`src/rtl/dm_port_arbiter_pkg.sv`:
```
// -----------------------------------------------------------------------------
// dm_port_arbiter_pkg
//
// Shared definitions for the data-memory port arbiter and its neighbours.
//   DM_DATA_W / DM_ADDR_W : geometry of the 512x16 single-port data memory,
//                           also used by the core-side address/input muxes.
//   arb_state_e           : arbiter FSM state encoding.
//   ARB_CNT_W             : width of the starvation and burst counters
//                           (their limits are 1..255).
//   sat_cnt8()            : converts an integer limit to counter width.
// -----------------------------------------------------------------------------
package dm_port_arbiter_pkg;

    localparam int DM_DATA_W = 16;
    localparam int DM_ADDR_W = 9;
    localparam int ARB_CNT_W = 8;

    typedef enum logic [1:0] {
        S_CORE_PRI   = 2'd0,  // core has priority, host waits
        S_HOST_FORCE = 2'd1,  // host starved long enough, host owns the port
        S_HOST_BURST = 2'd2   // host holds the port under host_lock
    } arb_state_e;

    // Limits outside 1..255 are clamped so the counters never wrap silently.
    function automatic logic [ARB_CNT_W-1:0] sat_cnt8(input int limit);
        if (limit < 1) begin
            return ARB_CNT_W'(1);
        end else if (limit > 255) begin
            return ARB_CNT_W'(255);
        end else begin
            return ARB_CNT_W'(limit);
        end
    endfunction

endpackage : dm_port_arbiter_pkg

```
`src/rtl/dm_port_arbiter_if.sv`:
```
// -----------------------------------------------------------------------------
// dm_port_arbiter_if
//
// Bundle of all bus signals around the data-memory arbiter.
//   Core side : core_req, core_we, core_addr, core_wdata -> core_rdata, core_stall
//   Host side : host_req, host_we, host_lock, host_addr, host_wdata
//               -> host_gnt, host_rvalid, host_rdata
//   Memory    : dm_w, dm_addr, dm_in -> dm_out (combinational read data)
//
// Modports:
//   slave  : the arbiter itself.
//   master : the surrounding requesters and data memory.
// -----------------------------------------------------------------------------
import dm_port_arbiter_pkg::*;

interface dm_port_arbiter_if #(
    parameter int DATA_W = DM_DATA_W,
    parameter int ADDR_W = DM_ADDR_W
);

    // Core load/store/stack path
    logic              core_req;
    logic              core_we;
    logic [ADDR_W-1:0] core_addr;
    logic [DATA_W-1:0] core_wdata;
    logic [DATA_W-1:0] core_rdata;
    logic              core_stall;

    // Host/debug port
    logic              host_req;
    logic              host_we;
    logic              host_lock;
    logic [ADDR_W-1:0] host_addr;
    logic [DATA_W-1:0] host_wdata;
    logic              host_gnt;
    logic              host_rvalid;
    logic [DATA_W-1:0] host_rdata;

    // Data memory
    logic              dm_w;
    logic [ADDR_W-1:0] dm_addr;
    logic [DATA_W-1:0] dm_in;
    logic [DATA_W-1:0] dm_out;

    modport slave (
        input  core_req, core_we, core_addr, core_wdata,
        output core_rdata, core_stall,
        input  host_req, host_we, host_lock, host_addr, host_wdata,
        output host_gnt, host_rvalid, host_rdata,
        output dm_w, dm_addr, dm_in,
        input  dm_out
    );

    modport master (
        output core_req, core_we, core_addr, core_wdata,
        input  core_rdata, core_stall,
        output host_req, host_we, host_lock, host_addr, host_wdata,
        input  host_gnt, host_rvalid, host_rdata,
        input  dm_w, dm_addr, dm_in,
        output dm_out
    );

endinterface : dm_port_arbiter_if

```
`src/rtl/dm_arb_fsm.sv`:
```
// -----------------------------------------------------------------------------
// dm_arb_fsm
//
// Grant decision for the shared data-memory port. Holds the arbitration
// state, the host starvation counter and the host burst counter.
//
// Ports:
//   clk        in   rising-edge clock
//   rst        in   asynchronous, active-low reset
//   core_req   in   core wants the port this cycle
//   host_req   in   host wants the port this cycle
//   host_lock  in   host asks to keep the port for a burst
//   grant_host out  host owns the port this cycle (combinational)
// -----------------------------------------------------------------------------
import dm_port_arbiter_pkg::*;

module dm_arb_fsm #(
    parameter int STARVE_MAX = 8,
    parameter int BURST_MAX  = 4
) (
    input  logic clk,
    input  logic rst,
    input  logic core_req,
    input  logic host_req,
    input  logic host_lock,
    output logic grant_host
);

    localparam logic [ARB_CNT_W-1:0] STARVE_LIM = sat_cnt8(STARVE_MAX);
    localparam logic [ARB_CNT_W-1:0] BURST_LIM  = sat_cnt8(BURST_MAX);

    arb_state_e           state_q,  state_d;
    logic [ARB_CNT_W-1:0] wait_q,   wait_d;
    logic [ARB_CNT_W-1:0] burst_q,  burst_d;
    logic [ARB_CNT_W-1:0] wait_inc;

    assign wait_inc = wait_q + ARB_CNT_W'(1);

    // NOTE: state registers use non-blocking assignments so every flop samples
    // the pre-edge value of its inputs, independent of statement order.
    always_ff @(posedge clk or negedge rst) begin
        if (!rst) begin
            state_q <= S_CORE_PRI;
            wait_q  <= '0;
            burst_q <= '0;
        end else begin
            state_q <= state_d;
            wait_q  <= wait_d;
            burst_q <= burst_d;
        end
    end

    // NOTE: every output of this block is assigned a default before the case,
    // so no path leaves a signal unassigned and no latch is inferred.
    always_comb begin
        state_d    = state_q;
        wait_d     = wait_q;
        burst_d    = burst_q;
        grant_host = 1'b0;

        unique case (state_q)
            S_CORE_PRI: begin
                grant_host = host_req & ~core_req;
                if (host_req && core_req) begin
                    // Host denied: count towards a forced grant.
                    wait_d = wait_inc;
                    if (wait_inc == STARVE_LIM) begin
                        state_d = S_HOST_FORCE;
                    end
                end else begin
                    wait_d = '0;
                    if (grant_host && host_lock) begin
                        state_d = S_HOST_BURST;
                        burst_d = ARB_CNT_W'(1);
                    end
                end
            end

            S_HOST_FORCE: begin
                grant_host = host_req;
                wait_d     = '0;
                if (grant_host && host_lock) begin
                    state_d = S_HOST_BURST;
                    burst_d = ARB_CNT_W'(1);
                end else begin
                    // Either granted once or the host gave up; the core gets
                    // at least one priority cycle next.
                    state_d = S_CORE_PRI;
                end
            end

            S_HOST_BURST: begin
                grant_host = host_req & host_lock & (burst_q < BURST_LIM);
                if (grant_host) begin
                    burst_d = burst_q + ARB_CNT_W'(1);
                end else begin
                    // Burst over: the core owns the port in this same cycle.
                    state_d = S_CORE_PRI;
                    burst_d = '0;
                    wait_d  = '0;
                end
            end

            default: begin
                state_d = S_CORE_PRI;
                wait_d  = '0;
                burst_d = '0;
            end
        endcase
    end

endmodule : dm_arb_fsm

```
`src/rtl/dm_port_arbiter.sv`:
```
// -----------------------------------------------------------------------------
// dm_port_arbiter
//
// Shares the single-port data memory between the core load/store/stack path
// and the host/debug port. The core has default priority; a starved host is
// eventually forced through, and the host may lock the port for a short burst.
// The core only ever sees contention as core_stall.
//
// Ports:
//   clk   in   rising-edge clock
//   rst   in   asynchronous, active-low reset
//   bus   slave modport of dm_port_arbiter_if (core, host and memory signals)
//
// Timing:
//   host_gnt, core_stall, dm_* and core_rdata are combinational.
//   A host read granted in cycle N returns host_rvalid/host_rdata in cycle N+1.
// -----------------------------------------------------------------------------
import dm_port_arbiter_pkg::*;

module dm_port_arbiter #(
    parameter int DATA_W     = DM_DATA_W,
    parameter int ADDR_W     = DM_ADDR_W,
    parameter int STARVE_MAX = 8,
    parameter int BURST_MAX  = 4
) (
    input logic               clk,
    input logic               rst,
    dm_port_arbiter_if.slave  bus
);

    logic              grant_host;
    logic              host_rvalid_q;
    logic [DATA_W-1:0] host_rdata_q;
    logic [ADDR_W-1:0] sel_addr;
    logic [DATA_W-1:0] sel_wdata;
    logic              sel_we;

    dm_arb_fsm #(
        .STARVE_MAX (STARVE_MAX),
        .BURST_MAX  (BURST_MAX)
    ) u_fsm (
        .clk        (clk),
        .rst        (rst),
        .core_req   (bus.core_req),
        .host_req   (bus.host_req),
        .host_lock  (bus.host_lock),
        .grant_host (grant_host)
    );

    // Single owner per cycle. A core cycle without core_req never writes.
    always_comb begin
        if (grant_host) begin
            sel_addr  = bus.host_addr;
            sel_wdata = bus.host_wdata;
            sel_we    = bus.host_we;
        end else begin
            sel_addr  = bus.core_addr;
            sel_wdata = bus.core_wdata;
            sel_we    = bus.core_we & bus.core_req;
        end
    end

    assign bus.dm_addr    = sel_addr;
    assign bus.dm_in      = sel_wdata;
    // Reset gates the write strobe directly so no stray write can occur while
    // the arbiter state is being cleared.
    assign bus.dm_w       = rst & sel_we;

    assign bus.core_rdata = bus.dm_out;
    assign bus.core_stall = bus.core_req & grant_host;
    assign bus.host_gnt   = grant_host;

    // Host read return: capture memory output at the edge closing the grant.
    always_ff @(posedge clk or negedge rst) begin
        if (!rst) begin
            host_rvalid_q <= 1'b0;
            host_rdata_q  <= '0;
        end else begin
            host_rvalid_q <= grant_host & ~bus.host_we;
            if (grant_host && !bus.host_we) begin
                host_rdata_q <= bus.dm_out;
            end
        end
    end

    assign bus.host_rvalid = host_rvalid_q;
    assign bus.host_rdata  = host_rdata_q;

endmodule : dm_port_arbiter
```
`src/flat_wrapper.sv`:
```
// flat-port wrapper written by rule: the top's interface ports become plain ports
module dm_port_arbiter_flat 
#(
    parameter int DATA_W     = DM_DATA_W,
    parameter int ADDR_W     = DM_ADDR_W,
    parameter int STARVE_MAX = 8,
    parameter int BURST_MAX  = 4
)
  (clk, rst, bus_core_req, bus_core_we, bus_core_addr, bus_core_wdata, bus_core_rdata, bus_core_stall, bus_host_req, bus_host_we, bus_host_lock, bus_host_addr, bus_host_wdata, bus_host_gnt, bus_host_rvalid, bus_host_rdata, bus_dm_w, bus_dm_addr, bus_dm_in, bus_dm_out);
  dm_port_arbiter_if #(.DATA_W(DATA_W), .ADDR_W(ADDR_W)) bus_i ();
  input logic clk;
  input logic rst;
  input wire logic [$bits(bus_i.core_req)-1:0] bus_core_req;
  input wire logic [$bits(bus_i.core_we)-1:0] bus_core_we;
  input wire logic [$bits(bus_i.core_addr)-1:0] bus_core_addr;
  input wire logic [$bits(bus_i.core_wdata)-1:0] bus_core_wdata;
  output wire logic [$bits(bus_i.core_rdata)-1:0] bus_core_rdata;
  output wire logic [$bits(bus_i.core_stall)-1:0] bus_core_stall;
  input wire logic [$bits(bus_i.host_req)-1:0] bus_host_req;
  input wire logic [$bits(bus_i.host_we)-1:0] bus_host_we;
  input wire logic [$bits(bus_i.host_lock)-1:0] bus_host_lock;
  input wire logic [$bits(bus_i.host_addr)-1:0] bus_host_addr;
  input wire logic [$bits(bus_i.host_wdata)-1:0] bus_host_wdata;
  output wire logic [$bits(bus_i.host_gnt)-1:0] bus_host_gnt;
  output wire logic [$bits(bus_i.host_rvalid)-1:0] bus_host_rvalid;
  output wire logic [$bits(bus_i.host_rdata)-1:0] bus_host_rdata;
  output wire logic [$bits(bus_i.dm_w)-1:0] bus_dm_w;
  output wire logic [$bits(bus_i.dm_addr)-1:0] bus_dm_addr;
  output wire logic [$bits(bus_i.dm_in)-1:0] bus_dm_in;
  input wire logic [$bits(bus_i.dm_out)-1:0] bus_dm_out;
  assign bus_i.core_req = bus_core_req;
  assign bus_i.core_we = bus_core_we;
  assign bus_i.core_addr = bus_core_addr;
  assign bus_i.core_wdata = bus_core_wdata;
  assign bus_core_rdata = bus_i.core_rdata;
  assign bus_core_stall = bus_i.core_stall;
  assign bus_i.host_req = bus_host_req;
  assign bus_i.host_we = bus_host_we;
  assign bus_i.host_lock = bus_host_lock;
  assign bus_i.host_addr = bus_host_addr;
  assign bus_i.host_wdata = bus_host_wdata;
  assign bus_host_gnt = bus_i.host_gnt;
  assign bus_host_rvalid = bus_i.host_rvalid;
  assign bus_host_rdata = bus_i.host_rdata;
  assign bus_dm_w = bus_i.dm_w;
  assign bus_dm_addr = bus_i.dm_addr;
  assign bus_dm_in = bus_i.dm_in;
  assign bus_i.dm_out = bus_dm_out;
  dm_port_arbiter #(.DATA_W(DATA_W), .ADDR_W(ADDR_W), .STARVE_MAX(STARVE_MAX), .BURST_MAX(BURST_MAX)) u_core (.clk(clk), .rst(rst), .bus(bus_i));
endmodule
```
`config.mk`:
```
export PLATFORM = sky130hd
export DESIGN_NAME = dm_port_arbiter_flat
export DESIGN_NICKNAME = d
export VERILOG_FILES = /design/src/rtl/dm_port_arbiter_pkg.sv /design/src/rtl/dm_port_arbiter_if.sv /design/src/rtl/dm_arb_fsm.sv /design/src/rtl/dm_port_arbiter.sv /design/src/flat_wrapper.sv
export SDC_FILE = /design/constraint.sdc
export NUM_CORES = 1
export LEC_CHECK = 0
export CORE_ASPECT_RATIO = 1.4
export CORE_UTILIZATION = 30
export CTS_CLUSTER_DIAMETER = 40
export DETAILED_ROUTE_END_ITERATION = 16
export HOLD_SLACK_MARGIN = 0.15
export PLACE_DENSITY = 0.77
export SLEW_MARGIN = 20
export SYNTH_ARGS = -nofsm -noshare
export SYNTH_HDL_FRONTEND = slang
export SYNTH_SLANG_ARGS = --single-unit
```
`constraint.sdc`:
```
create_clock -name clk -period 1.8 [get_ports clk]
set_input_delay 0.18 -clock clk [delete_from_list [all_inputs] [get_ports clk]]
set_output_delay 0.18 -clock clk [all_outputs]
set_load 0.005 [all_outputs]
```
# Word level (Yosys, flattened, before mapping)
# Index checks and enable logic that the tools add are counted.
# word_totals
regBits	35
wordCells	52
# classes
add_sub_neg	2
order_cmp	1
n_eq_ne	9
mux	18
bitwise	9
reduce_logical	8
# op_table
cell	n
2-to-1 mux 8 bit	6
one-hot mux 8 bit (3 select lines)	1
adder 8 x 1 -> 8 bit, second input constant	2
2-to-1 mux 16 bit	1
one-hot mux 8 bit (2 select lines)	1
2-to-1 mux 2 bit	5
2-to-1 mux 9 bit	1
equality test 8 x 4 -> 1 bit, second input constant	1
< comparator 8 x 3 -> 1 bit, second input constant	1
!= test 2 bit, second input constant	4
bitwise AND 1 bit	7
!= test 3 bit, second input constant	2
one-hot mux 2 bit (3 select lines)	1
AND reduction 3 bit	2
logical AND 1 bit	4
one-hot mux 1 bit (3 select lines)	1
equality test 2 x 1 -> 1 bit, second input constant	1
equality test 2 bit, second input constant	1
zero test 2 bit	1
inverter 1 bit	2
zero test 1 bit	1
2-to-1 mux 1 bit	1

# Depth between registers and ports, before layout
# depth
word_depth	6
mapped_depth	5
mapped_depth_nobuf	5

# Modules after synthesis
# From an unflattened synthesis, not the netlist that was laid out.
# unflattened
hier_cells	195
hier_area_um2	2155.8
# modules_own_cells
mod	instances	cells_per_inst	area_per_inst_um2
dm_port_arbiter	1	84	1136.1
dm_arb_fsm	1	111	1019.7

# Least setup slack after synthesis
# OpenSTA, ideal clock, no wires.
# synth_path
path_kind	reg2out
startpoint	register u_core.u_fsm.burst_q[7]
endpoint	output bus_dm_in[10]
arrival_time_ns	1.639
path_slack_ns	-0.019
stages_incl_launch_ff	6
n_path_buf	1
path_cell_list	dfrtp_1 > nor4_2 > nand4_4 > nand2_2 > buf_6 > mux2_2
# synth_via
elab_chain_len	4
# synth_lines
element	line	text
start: declaration	dm_arb_fsm.sv:34	logic [ARB_CNT_W-1:0] burst_q, burst_d;
start signal: assignment	dm_arb_fsm.sv:49	burst_q <= burst_d;
< comparator 8 x 3 -> 1 bit	dm_arb_fsm.sv:93	grant_host = host_req & host_lock & (burst_q < BURST_LIM);
bitwise AND 1 bit	dm_arb_fsm.sv:93	
one-hot mux 1 bit (3 select lines)	dm_arb_fsm.sv:61	unique case (state_q)
net bus_host_gnt	flat_wrapper.sv:24	output wire logic [$bits(bus_i.host_gnt)-1:0] bus_host_gnt;
2-to-1 mux 16 bit	dm_port_arbiter.sv:52	if (grant_host) begin
end: declaration	flat_wrapper.sv:29	output wire logic [$bits(bus_i.dm_in)-1:0] bus_dm_in;
# The timed path passes the listed nets, and every way through them passes these cells.

# Worst setup path in the final report
# layout_path
startpoint	register u_core.u_fsm.burst_q[6]
endpoint	output bus_dm_in[3]
# layout_via
elab_chain_len	4
# layout_lines
element	line
< comparator 8 x 3 -> 1 bit	dm_arb_fsm.sv:93
bitwise AND 1 bit	dm_arb_fsm.sv:93
one-hot mux 1 bit (3 select lines)	dm_arb_fsm.sv:61
2-to-1 mux 16 bit	dm_port_arbiter.sv:52
# Every way passes these cells.

==> impl_metrics.toml <==
[sta]
fin_worst_skew_ns = 0.00957
hold_viol_final = 0
timing.fmax_mhz = 456
timing.final.crit_share = 1.22
slew_viol_final = 0
rsz0062_at_grt = "true"
hold_ws_ns = 0.495
tightest_slew_ns = 0.449
setup_viol = 45
relSlewSlack = 0.701
fin_crit_ns = 2.19
timing.final.ws_setup_ns = -0.393

[routing]
num_vias = 2014
highest_layer = "met4"
wl_mm = 7.08
wl_met1_mm = 2.45
vias_per_cell = 4.77
wl_per_cell_um = 16.8
drc = 0
met3_length_um = 604
postRouteAntennaNets = 0
wl_met2_mm = 3.99
first_pass_iters = 4
drt_iter0_markers = 70

[placed_design]
port_buffers = 133
gp_congestion = 0.759
dp_hpwl_mm = 4.89

[layout]
syn_to_final_growth_pct = 90.2
num_antenna_cells = 0
fin_util = 0.598
layout-drive-gt1-share = 0.361
final_nets = 405
nFillCells = 537

[synthesis]
synth_edf_count = 0
synthCells = 179
ys_warn_count = 0
netlist_top_cells_count = "35 x dfrtp_1, 32 x mux2_2, 16 x buf_4"
synth_ff_type = "dfrtp_1"
synth_area_per_cell_um2 = 11.8
synth_area_leaders = "dfrtp_1 42%, mux2_2 17%, mux2_4 6.4%"
synth_area_um2 = 2100
ys_seq_elements = 35
synth_nets = 255
synth_top_area_share = 0.416
synth.largest_area_cell = "dfrtp_1"
yosysMostFrequentCell = "dfrtp_1"
yosysUniqueCellTypes = 41
yosysSeqAreaShare = 0.416
ys_async_sr_fraction = 1.00

[floorplanning]
initial_core_util = 0.314
core_area_um2 = 6700
fp-row-count = 35
dieArea_um2 = 7360
die_w_um = 72.8
io_pins = 134
die_h_um = 101

[worst_setup_path]
worstPathArrival_ns = 2.01
slowest_delay_ns = 0.42
r2r-start = "u_core.u_fsm.burst_q[6]$_DFFE_PN0P_"
cp-start-kind = "flip-flop"
worstSetupEndpointType = "primary output"
path_class = "flip-flop to primary output"
path_buf_inv = 3
required_ns = 1.62
ff2ff_path_depth = 8
reg2reg_to = "u_core.bus.host_rdata[6]$_DFFE_PN0P_"
rrSetupSlack_ns = -0.29
cp_slowest_cell = "dfrtp_1"
cp_max_fo = 7
crit_family = "simple AND/OR/NAND/NOR gates"
cp_cell_sequence = "nor4b_4, nand4_4, nand2_4, buf_12, buf_16, mux2_4, buf_6"

[global_routing]
grt_pass1_wl_mm = 10.7
grt-ovfl-total = 0
grt_pass1_vias = 2092
antenna_found_initial = 0
grt_max_degree = 36
grt_usage = 0.194

[clock_network]
htree_levels = 2
cts_root_buffer = "clkbuf_8"
cts_tree = "yes"
worst_setup_hold_path_clk_slew_ns = 0.07
numCtsBuffers = 5
cts_buffer_depth = 2
clock-sinks = 35
clkLatencyLatePin_ns = 0.28

[power]
p_per_area_nw_per_um2 = 654
internal_power_mw = 1.98
leakagePower_nw = 1.79
clkPwrFrac = 0.271
seq_power_share = 0.359
ir_drop_uv = 341
switchingPower_mw = 0.641
sw_frac_of_total = 0.245
combinationalPowerShare = 0.370

[run_status]
violations = "negative setup slack"
status = "complete, but fails checks"

[min_path]
hold_class = "primary input to asynchronous set/reset pin"

[flow_run]
cap_violations = 0
-- how the worst max path moves through the flow --
| stage | startpoint | cells after the start | endpoint |
|---|---|---|---|
| 2_1_floorplan | u_core.u_fsm.burst_q[6]$_DFFE_PN0P_ | 5 | bus_dm_in[10] |
| 3_3_place_gp | bus_core_req | 7 | bus_dm_in[6] |
| 3_5_place_dp | bus_core_req | 7 | bus_dm_in[6] |
| 4_1_cts | u_core.u_fsm.burst_q[2]$_DFFE_PN0P_ | 7 | bus_dm_in[6] |
| 5_1_grt | u_core.u_fsm.burst_q[6]$_DFFE_PN0P_ | 8 | bus_dm_w |
| 6_report | u_core.u_fsm.burst_q[6]$_DFFE_PN0P_ | 7 | bus_dm_in[3] |
-- what timing repair did --
| item | CTS | global route |
|---|---|---|
| hold buffers | 1 | 0 |
| setup buffers | 8 | 2 |
| hold endpoints to repair | 35 | 0 |
| setup endpoints to repair | 44 | 47 |
| resized for setup | 170 | 4 |
| cloned | 5 | 0 |
| pin swaps | 5 | 5 |
-- placed cells by master (no fill, tap or decap), types with 5 or more instances in the layout --
master,netlist,routed
dfrtp_1,35,35
nand2_1,7,7
buf_12,1,5
o21ai_0,12,12
clkbuf_8,0,5
clkdlybuf4s50_1,0,104
buf_4,16,18
buf_6,2,29
nor2_1,11,11
mux2_4,9,34
mux2_2,32,7
-- routing by layer --
layer  vias to the layer above  track usage
li1                        938            -
met1                       984        0.199
met2                        90        0.386
met3                         2       0.0450
met4                         0       0.0468
met5                         -            0
-- flip-flops by register name (all words and copies together) (netlist names) --
register and count:
u_core.bus.host_rvalid 1, u_core.u_fsm.burst_q 8, u_core.u_fsm.wait_q 8, u_core.u_fsm.state_q 2, u_core.bus.host_rdata 16
-- power groups by stage --
stage | logic, mW | clock network (mW) | registers [mW]
6_report | 0.968 | 0.710 | 0.940
5_1_grt | 1.03 | 0.766 | 0.953
4_1_cts | 0.976 | 0.738 | 0.940
3_5_place_dp | 0.831 | 0 | 0.956
3_3_place_gp | 0.818 | 0 | 0.948
2_1_floorplan | 0.284 | 0 | 0.958
-- metrics by stage --
| step | TNS, ns | setup WS [ns] | total power, mW | cells | cell area (um^2) |
|---|---|---|---|---|---|
| floorplan | 0 | 0.00773 | 1.24 | 179 | 2110 |
| detailed placement | -16.09 | -0.519 | 1.79 | 400 | 3540 |
| global placement | -14.99 | -0.490 | 1.77 | 400 | 3540 |
| finish | -13.26 | -0.393 | 2.62 | 422 | 4000 |
| CTS | -14.41 | -0.392 | 2.65 | 422 | 4030 |
| global route | -16.23 | -0.461 | 2.74 | 422 | 4000 |
-- area by class of cell --
cell class,count,area (um^2),area share
Clock buffer,5,68.8,0.0172
Clock inverter,3,46.3,0.0116
Inverter,1,3.75,0.000938
Multi-Input combinational cell,122,1170,0.292
Sequential cell,35,876,0.219
Tap cell,92,115,0.0287
Timing Repair Buffer,164,1730,0.431
-- worst min-delay path, stage by stage --
cell	delay (ns)
dlygate4sd3_1	0.52
buf_2	0.12
buf_4	0.39
-- kinds of logic after synthesis --
group           Yosys count  share of synthesized area
compound gates           30                     0.0987
fa+ha+maj                 3                     0.0178
mux                      42                      0.240
flops                    35                      0.416
buf+inv                  22                     0.0826
simple gates             45                      0.136
xor+xnor                  2                    0.00832
No activity file was read; power rests on OpenSTA's default activity.
